### src/rtl/fpu_issue_pkg.sv
// ----------------------------------------------------------------------------
// fpu_issue_pkg : shared op codes, widths and response entry for fpu_issue_ctrl
// Rev 1.0
// ----------------------------------------------------------------------------
`default_nettype none

package fpu_issue_pkg;

  localparam int FPU_LATENCY_DEFAULT = 2;
  localparam int TAG_W_DEFAULT       = 4;
  localparam int DATA_W              = 32;

  typedef enum logic [0:0] {
    OP_ADD = 1'b0,
    OP_SUB = 1'b1
  } fpu_op_e;

  // Default-width entry; modules with a non-default TAG_W declare the same
  // layout locally at their own width.
  typedef struct packed {
    logic [TAG_W_DEFAULT-1:0] tag;
    logic [DATA_W-1:0]        result;
  } rsp_entry_t;

  function automatic int rsp_entry_width(input int tag_w);
    return tag_w + DATA_W;
  endfunction

endpackage

`default_nettype wire

### src/rtl/fpu_rsp_fifo.sv
// ----------------------------------------------------------------------------
// fpu_rsp_fifo : synchronous show-ahead FIFO with wrap-bit full/empty detection
// Rev 1.0
// ----------------------------------------------------------------------------
`default_nettype none

module fpu_rsp_fifo #(
  parameter int DEPTH = 4,
  parameter int WIDTH = 36
) (
  input  logic                     i_clk,
  input  logic                     i_rst_n,
  input  logic                     i_push,
  input  logic [WIDTH-1:0]         i_push_data,
  input  logic                     i_pop,
  output logic [WIDTH-1:0]         o_pop_data,
  output logic                     o_full,
  output logic                     o_empty,
  output logic [$clog2(DEPTH):0]   o_count
);

  localparam int AW = $clog2(DEPTH);

  logic [AW:0]      wr_ptr_q, wr_ptr_d;
  logic [AW:0]      rd_ptr_q, rd_ptr_d;
  logic [WIDTH-1:0] mem_q [DEPTH];

  assign o_empty    = (wr_ptr_q == rd_ptr_q);
  assign o_full     = (wr_ptr_q[AW] != rd_ptr_q[AW]) &&
                      (wr_ptr_q[AW-1:0] == rd_ptr_q[AW-1:0]);
  assign o_count    = wr_ptr_q - rd_ptr_q;
  assign o_pop_data = mem_q[rd_ptr_q[AW-1:0]];

  always_comb begin
    wr_ptr_d = wr_ptr_q;
    rd_ptr_d = rd_ptr_q;
    if (i_push && !o_full) wr_ptr_d = wr_ptr_q + 1'b1;
    if (i_pop && !o_empty) rd_ptr_d = rd_ptr_q + 1'b1;
  end

  always_ff @(posedge i_clk or negedge i_rst_n) begin
    if (!i_rst_n) begin
      wr_ptr_q <= '0;
      rd_ptr_q <= '0;
    end else begin
      wr_ptr_q <= wr_ptr_d;
      rd_ptr_q <= rd_ptr_d;
    end
  end

  // Storage carries no reset; only the pointers define what is valid.
  always_ff @(posedge i_clk) begin
    if (i_push && !o_full) mem_q[wr_ptr_q[AW-1:0]] <= i_push_data;
  end

  a_no_underflow : assert property (@(posedge i_clk) disable iff (!i_rst_n)
    !(i_pop && o_empty));

endmodule

`default_nettype wire

### src/rtl/fpu_issue_ctrl.sv
// ----------------------------------------------------------------------------
// fpu_issue_ctrl : credit-based request/response front end for FPU_unit
// Rev 1.0
// ----------------------------------------------------------------------------
`default_nettype none

module fpu_issue_ctrl
  import fpu_issue_pkg::*;
#(
  parameter int NUM_OP      = 1,
  parameter int FPU_LATENCY = FPU_LATENCY_DEFAULT,
  parameter int RSP_DEPTH   = 4,
  parameter int TAG_W       = TAG_W_DEFAULT
) (
  input  logic                          i_clk,
  input  logic                          i_rst_n,
  input  logic                          i_req_valid,
  output logic                          o_req_ready,
  input  logic [NUM_OP-1:0]             i_req_op,
  input  logic [31:0]                   i_req_a,
  input  logic [31:0]                   i_req_b,
  input  logic [TAG_W-1:0]              i_req_tag,
  output logic [NUM_OP-1:0]             o_fpu_op,
  output logic [31:0]                   o_fpu_a,
  output logic [31:0]                   o_fpu_b,
  input  logic [31:0]                   i_fpu_result,
  output logic                          o_rsp_valid,
  input  logic                          i_rsp_ready,
  output logic [31:0]                   o_rsp_result,
  output logic [TAG_W-1:0]              o_rsp_tag,
  output logic [$clog2(RSP_DEPTH):0]    o_inflight,
  output logic                          o_busy
);

  localparam int CNT_W  = $clog2(RSP_DEPTH) + 1;
  localparam int STAGES = FPU_LATENCY + 1;

  typedef struct packed {
    logic [TAG_W-1:0]  tag;
    logic [DATA_W-1:0] result;
  } rsp_t;

  logic                         accept;
  logic                         pop;
  logic [CNT_W-1:0]             credit_q, credit_d;
  logic [NUM_OP-1:0]            op_q;
  logic [31:0]                  a_q, b_q;
  logic [STAGES-1:0]            stg_vld_q;
  logic [STAGES-1:0][TAG_W-1:0] stg_tag_q;
  rsp_t                         push_entry, pop_entry;
  logic [$bits(rsp_t)-1:0]      fifo_rdata;
  logic                         fifo_full, fifo_empty;
  logic [CNT_W-1:0]             fifo_count;

  // Ready comes from the registered count, so a pop frees its credit one cycle later.
  assign o_req_ready = i_rst_n && (credit_q < CNT_W'(RSP_DEPTH));
  assign accept      = i_req_valid && o_req_ready;
  assign pop         = !fifo_empty && i_rsp_ready;

  always_ff @(posedge i_clk or negedge i_rst_n) begin
    if (!i_rst_n) begin
      op_q <= '0;
      a_q  <= '0;
      b_q  <= '0;
    end else if (accept) begin
      op_q <= i_req_op;
      a_q  <= i_req_a;
      b_q  <= i_req_b;
    end
  end

  assign o_fpu_op = op_q;
  assign o_fpu_a  = a_q;
  assign o_fpu_b  = b_q;

  // Stage STAGES-1 lines up with i_fpu_result for the operation it tags.
  always_ff @(posedge i_clk or negedge i_rst_n) begin
    if (!i_rst_n) begin
      stg_vld_q <= '0;
      stg_tag_q <= '0;
    end else begin
      stg_vld_q <= {stg_vld_q[STAGES-2:0], accept};
      stg_tag_q <= {stg_tag_q[STAGES-2:0], i_req_tag};
    end
  end

  always_comb begin
    credit_d = credit_q;
    case ({accept, pop})
      2'b10:   credit_d = credit_q + 1'b1;
      2'b01:   credit_d = credit_q - 1'b1;
      default: credit_d = credit_q;
    endcase
  end

  always_ff @(posedge i_clk or negedge i_rst_n) begin
    if (!i_rst_n) credit_q <= '0;
    else          credit_q <= credit_d;
  end

  assign push_entry = '{tag: stg_tag_q[STAGES-1], result: i_fpu_result};

  fpu_rsp_fifo #(
    .DEPTH (RSP_DEPTH),
    .WIDTH ($bits(rsp_t))
  ) u_rsp_fifo (
    .i_clk       (i_clk),
    .i_rst_n     (i_rst_n),
    .i_push      (stg_vld_q[STAGES-1]),
    .i_push_data (push_entry),
    .i_pop       (pop),
    .o_pop_data  (fifo_rdata),
    .o_full      (fifo_full),
    .o_empty     (fifo_empty),
    .o_count     (fifo_count)
  );

  assign pop_entry    = rsp_t'(fifo_rdata);
  assign o_rsp_valid  = !fifo_empty;
  assign o_rsp_result = fifo_empty ? '0 : pop_entry.result;
  assign o_rsp_tag    = fifo_empty ? '0 : pop_entry.tag;
  assign o_inflight   = credit_q;
  assign o_busy       = (credit_q != '0);

  a_no_overflow : assert property (@(posedge i_clk) disable iff (!i_rst_n)
    !(stg_vld_q[STAGES-1] && fifo_full));

  a_credit_covers_fifo : assert property (@(posedge i_clk) disable iff (!i_rst_n)
    fifo_count <= credit_q);

endmodule

`default_nettype wire
### config.mk
export PLATFORM = sky130hd
export DESIGN_NAME = fpu_issue_ctrl
export DESIGN_NICKNAME = d
export VERILOG_FILES = /design/src/rtl/fpu_issue_pkg.sv /design/src/rtl/fpu_rsp_fifo.sv /design/src/rtl/fpu_issue_ctrl.sv
export SDC_FILE = /design/constraint.sdc
export NUM_CORES = 1
export LEC_CHECK = 0
export ABC_CLOCK_PERIOD_IN_PS = 2900
export CAP_MARGIN = 20
export CORE_MARGIN = 1.5
export CORE_UTILIZATION = 40
export DETAILED_ROUTE_END_ITERATION = 16
export PLACE_DENSITY = 0.69
export SLEW_MARGIN = 20
export SYNTH_ARGS = -nofsm -noshare
export SYNTH_HDL_FRONTEND = slang
export SYNTH_HIERARCHICAL = 1
export SYNTH_SLANG_ARGS = --single-unit
### constraint.sdc
create_clock -name i_clk -period 2.9 [get_ports i_clk]
set_input_delay 0.435 -clock i_clk [delete_from_list [all_inputs] [get_ports i_clk]]
set_output_delay 0.435 -clock i_clk [all_outputs]
set_load 0.02 [all_outputs]
### After elaboration in Yosys (flattened, before gate mapping)

Memory sizes are Yosys's and may differ from the RTL's.
Cells that the tools add are included.

* bits in registers: 89
* latch bits: 0
* bits in writable memories: 144
* ROM bits: 0
* bits of input ports: 105
* output and inout bits: 107
* logic and storage cells: 36
* memories: 1

Memory list
* u_rsp_fifo.mem_q: depth 4, bits a word 36, rd ports 1, clocked after memory_dff 0, wr ports 1, line fpu_rsp_fifo.sv:26 `logic [WIDTH-1:0] mem_q [DEPTH];`

* add/subtract/negate cells: 4
* multipliers: 0
* divide/modulo/power cells: 0
* order comparisons: 1
* eq/ne operators: 5
* shifts and indexed selects: 0
* muxes and demuxes: 5
* bitwise logic cells: 0
* reductions and logical operators: 10

Operators with widths (number)
* $mux 32: 1
* $add 3x1->3 const B: 3
* $logic_and 1x1->1: 6
* $pmux 3 s2: 1
* $mux 4: 1
* $eq 3x3->1: 1
* $lt 3x3->1 const B: 1
* $reduce_bool 3->1: 1
* $sub 3x1->3 const B: 1
* $eq 2x1->1 const B: 1
* $eq 2x2->1: 1
* $eq 2x2->1 const B: 1
* $logic_not 1->1: 2
* $mux 1: 2
* $reduce_bool 2->1: 1
* $ne 1x1->1: 1

### Logic depth before layout (Yosys ltp)

* depth after elaboration: 6
* depth in mapped cells: 15
* mapped depth without buffers: 11

### Hierarchy

The synthesis kept the hierarchy.

By module, submodules not included
* fpu_rsp_fifo: instances 1, cells each 233, area each 5656.7 um2, seq. area each 4474.3 um2
* fpu_issue_ctrl: instances 1, cells each 212, area each 3344.5 um2, seq. area each 2077.0 um2

### Worst setup path before layout

No wires, ideal clock.

* kind: register to register
* start: register u_rsp_fifo.rd_ptr_q[1]
* end: register credit_q[2] (netlist: o_inflight[2])
* setup time: 0.080 ns
* arrival: 2.978 ns
* required time: 2.820 ns
* setup slack: -0.158 ns
* stages on the path, launching flop included: 16
* buffers on the path: 4
* clock period less this slack: 3.058 ns
* cells stage by stage: dfrtp_1 > buf_2 > buf_2 > inv_1 > ha_1 > nand2_1 > nor2_1 > clkbuf_1 > clkbuf_1 > nor2b_1 > ha_1 > inv_1 > fa_1 > xor2_1 > nor2_1 > xor2_1

* word-level cells in the longest chain between the ends: 5
* elaborated cells on any way between the ends: 7
* those cells by class: 3 x eq/ne; 1 x mux; 3 x reduce/logical

Ends and longest elaborated chain
* start: declaration: line fpu_rsp_fifo.sv:25 `logic [AW:0] rd_ptr_q, rd_ptr_d;`
* start signal: assignment: line fpu_rsp_fifo.sv:47 `rd_ptr_q <= rd_ptr_d;`
* $eq 3x3->1 *: line fpu_rsp_fifo.sv:28 `assign o_empty = (wr_ptr_q == rd_ptr_q);`
* named net fifo_empty: line fpu_issue_ctrl.sv:52 `logic fifo_full, fifo_empty;`
* $logic_not 1->1 *: line fpu_issue_ctrl.sv:58 `assign pop = !fifo_empty && i_rsp_ready;`
* $logic_and 1x1->1 *: line fpu_issue_ctrl.sv:58
* named net pop: line fpu_issue_ctrl.sv:44 `logic pop;`
* $eq 2x1->1 or $eq 2x2->1 (tied branches): line fpu_issue_ctrl.sv:89 `case ({accept, pop})`
* $pmux 3 s2 or $reduce_bool 2->1 (tied branches)
* end signal: assignment: line fpu_issue_ctrl.sv:98 `else credit_q <= credit_d;`
* end: declaration: line fpu_issue_ctrl.sv:45 `logic [CNT_W-1:0] credit_q, credit_d;`

Mark *: on every way through the listed nets, which the timed path passes. The rest lies on a longest branch.
A chain may end at the register's enable or synchronous reset.

### Worst setup path in the final report

* start: register u_rsp_fifo.rd_ptr_q[0]
* end: output o_rsp_result[10]

* word-level cells in the longest chain between the ends: 2
* elaborated cells on any way between the ends: 3
* those cells by class: 1 x eq/ne; 1 x mux; 1 x memory

Ends and longest elaborated chain
* $mem_v2 4x36
* named net fifo_rdata[10]: line fpu_issue_ctrl.sv:51 `logic [$bits(rsp_t)-1:0] fifo_rdata;`
* $mux 32: line fpu_issue_ctrl.sv:120 `assign o_rsp_result = fifo_empty ? '0 : pop_entry.result;`
* end: declaration: line fpu_issue_ctrl.sv:29 `output logic [31:0] o_rsp_result,`

The timed path passes the listed nets, and every way through them passes these cells.

==> results.txt <==
The flow ran to the end, and the final reports show no timing, DRC or antenna violations. In the final layout, flip-flops and latches occupy about 6600 um2. Per report_power, the sequential group accounts for between 30% and 40% of the total. The count of TritonRoute iterations in the first routing pass came out at 4. The worst endpoint required time is between 2000 and 2500 ps. The number of nets in the synthesized netlist is around 550.

Power spread over the standard cell area amounts to 1120 nW/um2. The number of filler cells placed in the layout is 1690. The number of endpoints with negative hold slack in the final report is 0. The sort of element at the end of the critical path is an output pin. The first-iteration detailed-routing DRC count came out at between 150 and 200.

Detailed placement finished with a half-perimeter wire length of ~12000 um. The number of cells in the finished layout apart from fillers is ~970. The most critical setup path has its startpoint at u_rsp_fifo/rd_ptr_q[0]$_DFFE_PN0P_. The analysis attributes to net switching a power of ~0.0046 W. The synthesized netlist occupies a cell area of 8960 um2. The tightest min-delay check is of the primary input to async pin type. The share of power burned in the clock network came out at about 22%. Synthesis produced 440 cells. The post-synthesis area per instance is about 20 um2. Subtracting the final worst setup slack from the clock period gives between 2000 and 3000 ps. The depth of the CTS H-tree is 1. The maximum number of pins on one net before global-route repair came out at 67. The worst setup path is of the flop to output pin kind.

The clock transition at the registers of the reported paths is 60 ps. The residual antenna-violating net count after detailed routing is 0. The relative slew slack came out at between 50% and 60%. The I/O pin count is 212.

The die width is 153 um. Data on the critical path arrives at its endpoint at 2340 ps. The routed design has 19000 um of wire. The combinational cell fraction of total power is between 40% and 50%. The final setup violation count came out at 0. The internal cell power is 0.00917 W.

The starting utilization of the core area came out at 40.9%. Detailed routing inserted a total of roughly 4800 vias. The maximum clock path buffer count came out at 3. The multi-input combinational cell area is ~2300 um2.

The TritonCTS buffer count came out at 24. The detailed-routed wire length on met3 is ~1700 um. The number of warnings printed during yosys synthesis came out at 6. The weighted congestion at the end of routability-driven global placement came out at roughly 0.74.

The number of placed cells counting well taps came out at around 900. The number of pins exceeding their max-slew limit in the final report came out at 0. The clock insertion delay at the later pin of the skew report is a little over 500 ps. The worst-case IR drop observed on VDD is 0.705 mV. The post-route standard cell area excluding fillers came out at 12300 um2. The leakage power came out at approximately 4.7 nW. The top achievable clock speed is around 0.36 GHz. The wire length on met1 came out at roughly 7500 um. The maximum fanout count along the critical path is 19.

The first-pass GRT wire length came out at between 30000 and 40000 um. The count of antenna diodes in the layout is 0. The measured slew at the worst slew-check pin is approximately 600 ps. Clock tree synthesis selected as its root buffer the cell clkbuf_16. The uppermost layer routed is met5. The least setup slack across all paths after layout is about 130 ps. The period utilization came out at 95.7%. The slack of the worst reg-to-reg path is 230 ps.

Row generation in the floorplan step produced between 50 and 60 rows. The per-cell via count in the routed design came out at 4.92. In the final layout, the share of cells above drive strength 1 is 24.6%. At the end of the flow, the number of nets in the layout was 787. After floorplanning, the core was sized to cover approximately 22000 um2. The number of antenna violations at the first check in global routing is 1. STA classifies the critical path startpoint as a flop.

The floorplan step defined a die boundary enclosing about 23000 um2. The number of global-route vias before repair came out at about 5500. Wire segments on met2 add up to around 9500 um in the final route. The final worst clock skew came out at about 10 ps. Summed over all layers, the global routing overflow is 0. The clock net in this run drives a total of around 230 sinks.

The placed instances occupy a cell area of between 10000 and 15000 um2. The switching power share of the total came out at about a third. The CTS tree is yes. In this run the critical register-to-register path is launched from u_rsp_fifo/wr_ptr_q[0]$_DFFE_PN0P_. Setup repair after global routing left no endpoint under its margin. Hold is met by 26.3 ps. The count of unresolved DRC violations after routing came out at 0. The detail-routed net length per standard cell is just under 20 um. The area growth from synthesis to layout is 37.5%. The count of hold buffers inserted by post-cts repair is 0.

The die boundary height is approximately 150 um. The worst setup slack before clock tree synthesis came out at -32.5 ps. The count of input and output buffers came out at approximately 210. The total global-route track usage came out at between 10% and 20%. The number of maximum-capacitance violations came out at 0.
## power by group through the flow
| stage | clock [W] | combinational [W] | sequential (W) |
|---|---|---|---|
| finish | 0.00309 | 0.00600 | 0.00468 |
| CTS | 0.00319 | 0.00609 | 0.00468 |
| global route | 0.00330 | 0.00639 | 0.00477 |
| global placement | 0 | 0.00599 | 0.00468 |
| detailed placement | 0 | 0.00610 | 0.00471 |
| floorplan | 0 | 0.00284 | 0.00526 |
## final timing paths
kind / endpoint / depth (start not counted)
min in group i_clk: stg_vld_q[1]$_DFF_PN0_ / 0
hold / removal: o_fpu_b[17]$_DFFE_PN0P_ / 2
max in group asynchronous: o_fpu_b[25]$_DFFE_PN0P_ / 3
setup reg to reg: o_inflight[2]$_DFFE_PN0P_ / 13
setup / recovery: o_rsp_result[10] / 4
hold reg to reg: stg_vld_q[1]$_DFF_PN0_ / 0
## flip-flops by register name, indices dropped and copies added (netlist names), 3 cells and up
| signal | flops |
|---|---|
| o_fpu_b | 32 |
| o_fpu_a | 32 |
| o_inflight | 3 |
| stg_vld_q | 3 |
| u_rsp_fifo/wr_ptr_q | 3 |
| u_rsp_fifo/mem_q | 144 |
| stg_tag_q | 8 |
| push_entry | 4 |
| u_rsp_fifo/rd_ptr_q | 3 |
## cell type report
type	instances	share of cell area [%]
Tap cell	280	2.84
Inverter	10	0.305
Multi-Input combinational cell	179	18.5
Clock inverter	4	0.660
Sequential cell	233	53.2
Timing Repair Buffer	225	18.5
Clock buffer	40	5.96
## placed cells by master, fill, tap and decap left out, drive strengths merged, types with 4 or more instances in the layout
cell type	count
mux2	68
dfrtp	89
buf	14
clkbuf	40
dlygate4sd2	36
clkdlybuf4s50	173
and3	4
edfxtp	144
ha	8
mux4	36
inv	10
nor2b	38
nand2	7
o21ai	4
## per-stage QoR
step           utilization, %  TNS (ps)  total power (W)
4_1_cts                  56.2         0           0.0140
6_report                 56.3         0           0.0138
5_1_grt                  56.3         0           0.0145
3_5_place_dp             52.2     -47.6           0.0108
2_1_floorplan               -         0          0.00810
3_3_place_gp             52.2         0           0.0107
## what timing repair did
action,4_1_cts,5_1_grt
hold endpoints to repair,0,0
cloned,2,0
pin swaps,2,0
setup endpoints to repair,39,4
buffers inserted,3,0
resized for setup,39,3
## critical path, stage by stage, from the launching register on
cell and delay [ps]:
dfrtp_2 450, bufbuf_16 380, mux4_2 520, nor2b_1 160, dlygate4sd2_1 320
## layer usage
layer / global-route usage, % / up-vias
li1: - / 2129
met1: 20.2 / 2420
met2: 29.0 / 200
met3: 5.49 / 22
met4: 3.57 / 2
met5: 0 / -
Power figures use the tool's default switching activity.
